**config.mk**
```make
export PLATFORM = sky130hd
export DESIGN_NAME = xs3_seg_scan
export DESIGN_NICKNAME = d
export VERILOG_FILES = /design/src/rtl/xs3_seg_scan.sv
export SDC_FILE = /design/constraint.sdc
export NUM_CORES = 1
export LEC_CHECK = 0
export BUFFER_PORTS_ARGS = -buffer_cell sky130_fd_sc_hd__buf_4
export CAP_MARGIN = 10
export CORE_ASPECT_RATIO = 0.7
export CORE_MARGIN = 10
export CORE_UTILIZATION = 54
export DETAILED_ROUTE_END_ITERATION = 12
export PLACE_DENSITY = 0.75
export RECOVER_POWER = 25
export SYNTH_ARGS = -nofsm -noshare
export SYNTH_HDL_FRONTEND = slang
export SYNTH_SLANG_ARGS = --single-unit
```
**constraint.sdc**
```tcl
create_clock -name clk -period 6 [get_ports clk]
set_input_delay 0 -clock clk [delete_from_list [all_inputs] [get_ports clk]]
set_output_delay 0 -clock clk [all_outputs]
set_load 0.02 [all_outputs]
```
**src/rtl/xs3_seg_scan.sv**
```systemverilog
// xs3_seg_scan
// Takes a two-digit excess-3 word over a valid/ready handshake and validates
// both codes. Valid words are shown on a two-digit seven-segment display, with
// the units and tens digits lit in turn and a zero tens digit blanked. A word
// with an invalid code shows dashes on both digits and raises err.
module xs3_seg_scan #(
    parameter int REFRESH_DIV = 16
) (
    input  logic       clk,
    input  logic       rst_n,
    input  logic       in_valid,
    output logic       in_ready,
    input  logic [3:0] xs3_hi,
    input  logic [3:0] xs3_lo,
    output logic [6:0] seg,
    output logic [1:0] an,
    output logic       err
);

    localparam int CNT_W = $clog2(REFRESH_DIV);
    localparam logic [CNT_W-1:0] CNT_LAST = CNT_W'(REFRESH_DIV - 1);

    localparam logic [6:0] SEG_BLANK = 7'b0000000;
    localparam logic [6:0] SEG_DASH  = 7'b0000001;

    localparam logic [1:0] AN_NONE  = 2'b00;
    localparam logic [1:0] AN_UNITS = 2'b01;
    localparam logic [1:0] AN_TENS  = 2'b10;

    typedef enum logic [1:0] {
        IDLE,
        LOAD,
        SHOW,
        ERR
    } state_t;

    state_t           state;
    state_t           state_d;
    logic [CNT_W-1:0] cnt;
    logic [CNT_W-1:0] cnt_d;
    logic             dsel;
    logic             dsel_d;
    logic [6:0]       seg_d;
    logic [1:0]       an_d;
    logic             err_d;

    logic [3:0]       hi_q;
    logic [3:0]       lo_q;
    logic [3:0]       tens_bcd;
    logic [3:0]       units_bcd;
    logic             word_ok;
    logic             handshake;

    // A digit code is legal excess-3 only for decimal 0..9 (0011..1100).
    function automatic logic code_ok(input logic [3:0] code);
        return (code >= 4'd3) && (code <= 4'd12);
    endfunction

    // Segment pattern {a,b,c,d,e,f,g} for one BCD digit.
    function automatic logic [6:0] digit_seg(input logic [3:0] d);
        logic [6:0] p;
        case (d)
            4'd0:    p = 7'b1111110;
            4'd1:    p = 7'b0110000;
            4'd2:    p = 7'b1101101;
            4'd3:    p = 7'b1111001;
            4'd4:    p = 7'b0110011;
            4'd5:    p = 7'b1011011;
            4'd6:    p = 7'b1011111;
            4'd7:    p = 7'b1110000;
            4'd8:    p = 7'b1111111;
            4'd9:    p = 7'b1111011;
            default: p = SEG_BLANK;
        endcase
        return p;
    endfunction

    // Display image {seg, an, err} for a given mode and selected digit.
    // Dashes are never blanked; in normal mode only a zero tens digit is.
    function automatic logic [9:0] scan_image(
        input logic       show_dash,
        input logic       sel,
        input logic [3:0] tens,
        input logic [3:0] units
    );
        logic [9:0] img;
        if (show_dash) begin
            img = {SEG_DASH, (sel ? AN_TENS : AN_UNITS), 1'b1};
        end else if (!sel) begin
            img = {digit_seg(units), AN_UNITS, 1'b0};
        end else if (tens == 4'd0) begin
            img = {SEG_BLANK, AN_NONE, 1'b0};
        end else begin
            img = {digit_seg(tens), AN_TENS, 1'b0};
        end
        return img;
    endfunction

    // Upstream may only transfer while we are not busy decoding a word.
    assign in_ready  = (state != LOAD);
    assign handshake = in_valid && in_ready;

    assign tens_bcd  = hi_q - 4'd3;
    assign units_bcd = lo_q - 4'd3;
    assign word_ok   = code_ok(hi_q) && code_ok(lo_q);

    // Capture the incoming word on every accepted transfer.
    always_ff @(posedge clk or negedge rst_n) begin
        if (!rst_n) begin
            hi_q <= 4'd0;
            lo_q <= 4'd0;
        end else if (handshake) begin
            hi_q <= xs3_hi;
            lo_q <= xs3_lo;
        end
    end

    // Next-state, scan counter and registered display image.
    always_comb begin
        state_d = state;
        cnt_d   = cnt;
        dsel_d  = dsel;
        seg_d   = seg;
        an_d    = an;
        err_d   = err;

        case (state)
            IDLE: begin
                seg_d = SEG_BLANK;
                an_d  = AN_NONE;
                err_d = 1'b0;
                if (handshake) begin
                    state_d = LOAD;
                end
            end

            LOAD: begin
                cnt_d  = '0;
                dsel_d = 1'b0;
                state_d = word_ok ? SHOW : ERR;
                {seg_d, an_d, err_d} = scan_image(!word_ok, 1'b0,
                                                  tens_bcd, units_bcd);
            end

            SHOW, ERR: begin
                if (handshake) begin
                    state_d = LOAD;
                end else begin
                    if (cnt == CNT_LAST) begin
                        cnt_d  = '0;
                        dsel_d = ~dsel;
                    end else begin
                        cnt_d = cnt + CNT_W'(1);
                    end
                    {seg_d, an_d, err_d} = scan_image(state == ERR, dsel_d,
                                                      tens_bcd, units_bcd);
                end
            end

            default: begin
                state_d = IDLE;
                seg_d   = SEG_BLANK;
                an_d    = AN_NONE;
                err_d   = 1'b0;
            end
        endcase
    end

    // State, scan position and output registers.
    always_ff @(posedge clk or negedge rst_n) begin
        if (!rst_n) begin
            state <= IDLE;
            cnt   <= '0;
            dsel  <= 1'b0;
            seg   <= SEG_BLANK;
            an    <= AN_NONE;
            err   <= 1'b0;
        end else begin
            state <= state_d;
            cnt   <= cnt_d;
            dsel  <= dsel_d;
            seg   <= seg_d;
            an    <= an_d;
            err   <= err_d;
        end
    end

endmodule

```
After elaboration in Yosys (flattened, before gate mapping)
Memories as Yosys holds them, arrays and structs flattened.
Index checks and enable logic that the tools add are counted.

word-level totals
  register bits after elaboration = 25
  latch bits = 0
  bits in writable memories = 0
  ROM bits = 336
  input port bits = 11
  output and inout bits = 11
  word-level logic and storage cells = 58
  memories kept = 3

memory list
  name             depth  bits a word  rd ports  clocked after memory_dff  wr ports  RTL line  text
  (no name shown)  16     7            1         0                         0         62        case (d)
  (no name shown)  16     7            1         0                         0         62
  (no name shown)  16     7            1         0                         0         62

cells by class
  add/sub/neg operators = 3
  multipliers = 0
  divide/modulo/power cells = 0
  magnitude comparators = 4
  eq/ne operators = 7
  shift operators = 0
  muxes and demuxes = 22
  bitwise operators = 1
  reductions and logical operators = 10

operator list
  cell                                                                      number
  10-bit two-way mux                                                        4
  7-bit case mux with 3 select lines                                        1
  4-bit by 2-bit >= comparator with 1-bit output (second input constant)    2
  4-bit less-or-equal comparator (second input constant)                    2
  4-bit two-way mux                                                         2
  4-bit case mux with 2 select lines                                        1
  4-bit by 2-bit subtractor with 4-bit output (second input constant)       2
  7-bit two-way mux                                                         1
  1-bit two-way mux                                                         6
  2-bit two-way mux                                                         3
  2-bit case mux with 3 select lines                                        1
  4-bit by 1-bit adder with 4-bit output (second input constant)            1
  2-bit equality test (second input constant)                               2
  4-bit equality test (second input constant)                               1
  1-bit logical AND                                                         4
  4-bit logical NOT                                                         1
  2-bit by 1-bit inequality test with 1-bit output (second input constant)  2
  2-bit case mux with 2 select lines                                        1
  1-bit case mux with 3 select lines                                        1
  3-bit OR reduction                                                        1
  2-bit by 1-bit equality test with 1-bit output (second input constant)    1
  2-bit logical NOT                                                         1
  2-bit inequality test (second input constant)                             1
  1-bit case mux with 2 select lines                                        1
  other kinds (4)                                                           4

Depth between registers and ports, before layout
  depth after elaboration = 8
  mapped depth = 8
  gate-level depth less buffers = 7

Worst setup path before layout
OpenSTA, ideal clock, no wires.

  kind = flip-flop to flip-flop
  start = register lo_q[0]
  end = register seg[3]
  library setup time = 0.126 ns
  data arrival time = 1.829 ns
  required time = 5.874 ns
  setup slack = 4.045 ns
  stages on the path, launching flop included = 9
  buffers on the path = 1
  clock period less this slack = 1.955 ns
  cell sequence = dfrtp_1 ha_1 ha_1 buf_1 inv_1 nand2_1 a21boi_0 o211a_1 a221o_1

on the way
  longest elaborated chain between the ends = 6
  elaborated cells between the ends (all ways) = 12
  those cells by class = add/sub: 1; order compare: 2; mux: 5; reduce/logical: 2; memory: 2

ends and longest elaborated chain
  what                                         RTL line  text
  start, declared                              48        logic [3:0] lo_q;
  start signal, assigned                       114       lo_q <= xs3_lo;
  4-bit by 2-bit subtractor with 4-bit output  104       assign units_bcd = lo_q - 4'd3;
  memory 16 x 7 bit                            n/a
  10-bit two-way mux                           89        end else if (!sel) begin
  10-bit two-way mux                           87        if (show_dash) begin
  7-bit two-way mux                            146       if (handshake) begin
  7-bit case mux with 3 select lines *         127       case (state)
  end signal, assigned                         182       seg <= seg_d;
  end, declared                                15        output logic [6:0] seg,

Every way passes the cells marked *; elsewhere a longest branch is shown, timed or not. The select of a mux whose other input is x is not followed.
A chain may end at the register's enable or synchronous reset.

Worst setup path after layout
  start = register hi_q[0]
  end = register seg[3]

on the way
  longest elaborated chain between the ends = 7
  elaborated cells between the ends (all ways) = 13
  those cells by class = add/sub: 1; order compare: 2; mux: 6; reduce/logical: 3; memory: 1

ends and longest elaborated chain
  what                                                           RTL line  text
  start, declared                                                47        logic [3:0] hi_q;
  start signal, assigned                                         113       hi_q <= xs3_hi;
  4-bit by 2-bit subtractor with 4-bit output                    103       assign tens_bcd = hi_q - 4'd3;
  memory 16 x 7 bit / 4-bit logical NOT (equally long branches)  n/a
  10-bit two-way mux                                             91        end else if (tens == 4'd0) begin
  10-bit two-way mux                                             89
  10-bit two-way mux                                             87
  7-bit two-way mux                                              146
  7-bit case mux with 3 select lines *                           127

Marked as above.

==> run summary <==
Mean area per synthesized cell: 9.855 sq um
Startpoint types: register
Critical path arrival: 2370 ps
Global route total overflow: 0
Initial antenna violation count: 0
# rows: 17
Worst Setup End Kind: register
Via count: 1574
Horiz. Die Dim: 91.12 um
Tightest Pin Transition: 1367 ps
Diodes inserted: 0
Min Tclk post-route: 2198 ps
Leak: 1.003 nW
Worst vdd ir: 296.8 uV
Setup repair bufs after CTS: 0
DR pass1 iterations: 4
Starting Density: 58.37%
DR DRC count: 0
Relative slew slack: 8.894%
Post-synth EDFFs: 0
Power share of the combinational group: 58.7%
Number of hold buffers added after cts: 9
Routed wire length: 4.200 mm
Fillers: 291
Int Power: 555.0 uW
Reg area: 625.6 sq um
Status: complete, no violations
Worst-path clk slew: 90 ps
Setup Skew: 6.578 ps
CP Class: reg -> reg
Post-DP HPWL: 3.181 mm
CP max stage delay: 620 ps
Die span in y: 69.78 um
Netlist Area Pre-Place: 1912 sq um
Worst EP required: 6170 ps
Avg WL per Cell: 15.91 um
H-tree level count: 1
Root buffer cell: clkbuf_8
Footprint of the multi-input gates: 1172 sq um
TNS Setup: 0 ps
Antenna-violating nets left: 0
Post-CTS Resized: 0
CTS tree: done
Synth async-reset ratio: 100.0%
Cell Pwr Density: 474.0 nW/um^2
Largest net degree at the start of global routing: 26
Final Cycle Share: 36.63%
Synth Register Bits: 25
Worst path slowest cell: dfrtp_1
Net load switching power: 483.4 uW
Pre-CTS WS: 3811 ps
Via-to-Cell Ratio: 5.962
Maxcap violations: 0
Cells along the critical path: ha_1 > xnor2_1 > nor2_1 > a211o_1 > a221o_1
RSZ-0062 raised after global routing: no
Worst min-delay path class: in -> reg
Register area share after synthesis: 32.72%
Clock buffer depth: 2
First-pass GRT wire length: 7.169 mm
Syn_nets: 216
Core region area: 3276 sq um
Top_reg_cell synth: dfrtp_1
Max Slew Vio Count: 0
CTS buffer count: 3
Final worst slack: 3802 ps
Clock power frac: 9.9%
I/O Buffers: 21
Part of the power in registers: 31.4%
Final setup violating endpoints: 0
Cells after synthesis: 194
Fmax: 0.4550 GHz
Distinct cell type count after synthesis: 61
Vias in the first global route: 1497
I/O pin count: 22
Area grow syn2layout: 14.59%
Worst hold margin: 52.48 ps
Overall routing resource usage: 13.23%
Largest fanout on the critical path: 14
TritonCTS Sinks: 25
Hold Vio Cnt, Final: 0
Final GP Congestion: 0.8307
Skew-Pair Late Insertion Delay: 270 ps
Layout Nets: 240
Layout cells sized above 1: 22.58%
Full die area: 6358 sq um
DRT iter0 DRCs: 137
Sw frac: 46.56%
YS warnings: 0
[cells in the mapped netlist (all sizes together) (3+ instances only)]
library cell  count  share of area (%)
ha               11                7.2
nor2b             6                2.0
o21ai             6                1.6
o211ai            3                1.4
nor3              7                2.4
dfrtp            25                 33
nor2             11                2.7
and2              3               0.98
mux2             10                5.9
nand2b            3               0.98
a21oi            10                3.0
inv              12                2.4
a21boi            4                1.6
nand2            12                2.4
o211a             3                1.6
nand4             3               0.98
buf              10                3.4
nand3b            3                1.2
nand3             3               0.79
xnor2             7                4.6
a221o             5                2.6
a22o              7                3.3
[metal layers]
layer  vias up  GRT usage (%)  wire length, um
met2        56          19.70             1840
met1       762          17.68             1972
met3         5          5.065              356
met4         0          2.573               30
met5         -              0                0
li1        751              -                -
[critical path: cells and delay by family (launching register included)]
| family | cells | cell delay [ps] |
|---|---|---|
| and+or+nand+nor | 1 | 70 |
| xor gates and xnor gates | 1 | 290 |
| adders and majority gates | 1 | 500 |
| AOI/OAI and AO/OA | 2 | 600 |
| DFF | 1 | 620 |
[final cells by class]
| class | count | area share (%) |
|---|---|---|
| Clock buffer | 4 | 2.056 |
| Timing Repair Buffer | 30 | 11.14 |
| Inverter | 12 | 2.056 |
| Multi-Input combinational cell | 146 | 53.51 |
| Tap cell | 47 | 2.684 |
| Sequential cell | 25 | 28.56 |
[kinds of logic (layout without fill, tap and decap cells)]
kind of cell	Yosys count	after routing	synth area share, %
fa+ha+maj	11	11	7.199
flops	25	25	32.72
mux	12	12	7.592
buf+inv	23	46	5.956
simple gates	60	60	18.59
xor+xnor	9	9	5.891
compound gates	54	54	22.06
[through the flow]
step / area, sq um / utilization, % / power, mW / cells
3_5_place_dp: 2059 / 62.87 / 0.9243 / 251
6_report: 2191 / 66.88 / 1.038 / 264
3_3_place_gp: 2059 / 62.87 / 0.9005 / 251
4_1_cts: 2195 / 67.00 / 1.034 / 264
2_1_floorplan: 1912 / - / 0.7903 / 194
5_1_grt: 2191 / 66.88 / 1.125 / 264
[power groups by stage]
stage          clock network, mW  logic [mW]  registers [mW]
6_report                   0.102       0.610           0.326
2_1_floorplan                  0       0.492           0.298
3_5_place_dp                   0       0.596           0.329
3_3_place_gp                   0       0.578           0.322
5_1_grt                    0.114       0.670           0.341
4_1_cts                    0.106       0.603           0.325
[cell usage in the layout, fill, tap and decap left out, types with 3 or more instances in the layout]
| cell | synthesis | routed |
|---|---|---|
| clkbuf_8 | 0 | 3 |
| nand4_1 | 3 | 3 |
| nor2b_1 | 6 | 6 |
| nand3_1 | 3 | 3 |
| nor2_1 | 9 | 9 |
| and2_1 | 3 | 3 |
| xnor2_1 | 5 | 5 |
| dlygate4sd3_1 | 0 | 9 |
| o211a_1 | 3 | 3 |
| a21boi_0 | 3 | 3 |
| mux2_2 | 9 | 9 |
| nand3b_1 | 3 | 3 |
| ha_1 | 11 | 11 |
| a221o_1 | 5 | 5 |
| nand2b_1 | 3 | 3 |
| inv_1 | 10 | 10 |
| nor3_1 | 5 | 5 |
| a21oi_1 | 8 | 8 |
| dfrtp_1 | 25 | 25 |
| buf_4 | 4 | 20 |
| nand2_1 | 12 | 12 |
| a22o_1 | 6 | 6 |
| o21ai_0 | 6 | 6 |
[final timing paths]
check | start | to | slack, ps | depth (start not counted)
max | hi_q[0]$_DFFE_PN0P_ | seg[3]$_DFFE_PN0P_ | 3800 | 5
min in group asynchronous | rst_n | err$_DFFE_PN0P_ | 560 | 2
min reg2reg | seg[4]$_DFFE_PN0P_ | seg[4]$_DFFE_PN0P_ | 510 | 1
max reg2reg | hi_q[0]$_DFFE_PN0P_ | seg[3]$_DFFE_PN0P_ | 3800 | 5
min | in_valid | state[0]$_DFFE_PN0P_ | 50 | 3
max in group asynchronous | rst_n | seg[5]$_DFFE_PN0P_ | 4640 | 2
[flip-flops by register name, summed over array words and instances, names as in the netlist]
| signal | count |
|---|---|
| an | 2 |
| cnt | 4 |
| hi_q | 4 |
| lo_q | 4 |
| seg | 7 |
| err | 1 |
| state | 2 |
| dsel | 1 |
No activity file was read; power rests on OpenSTA's default activity.
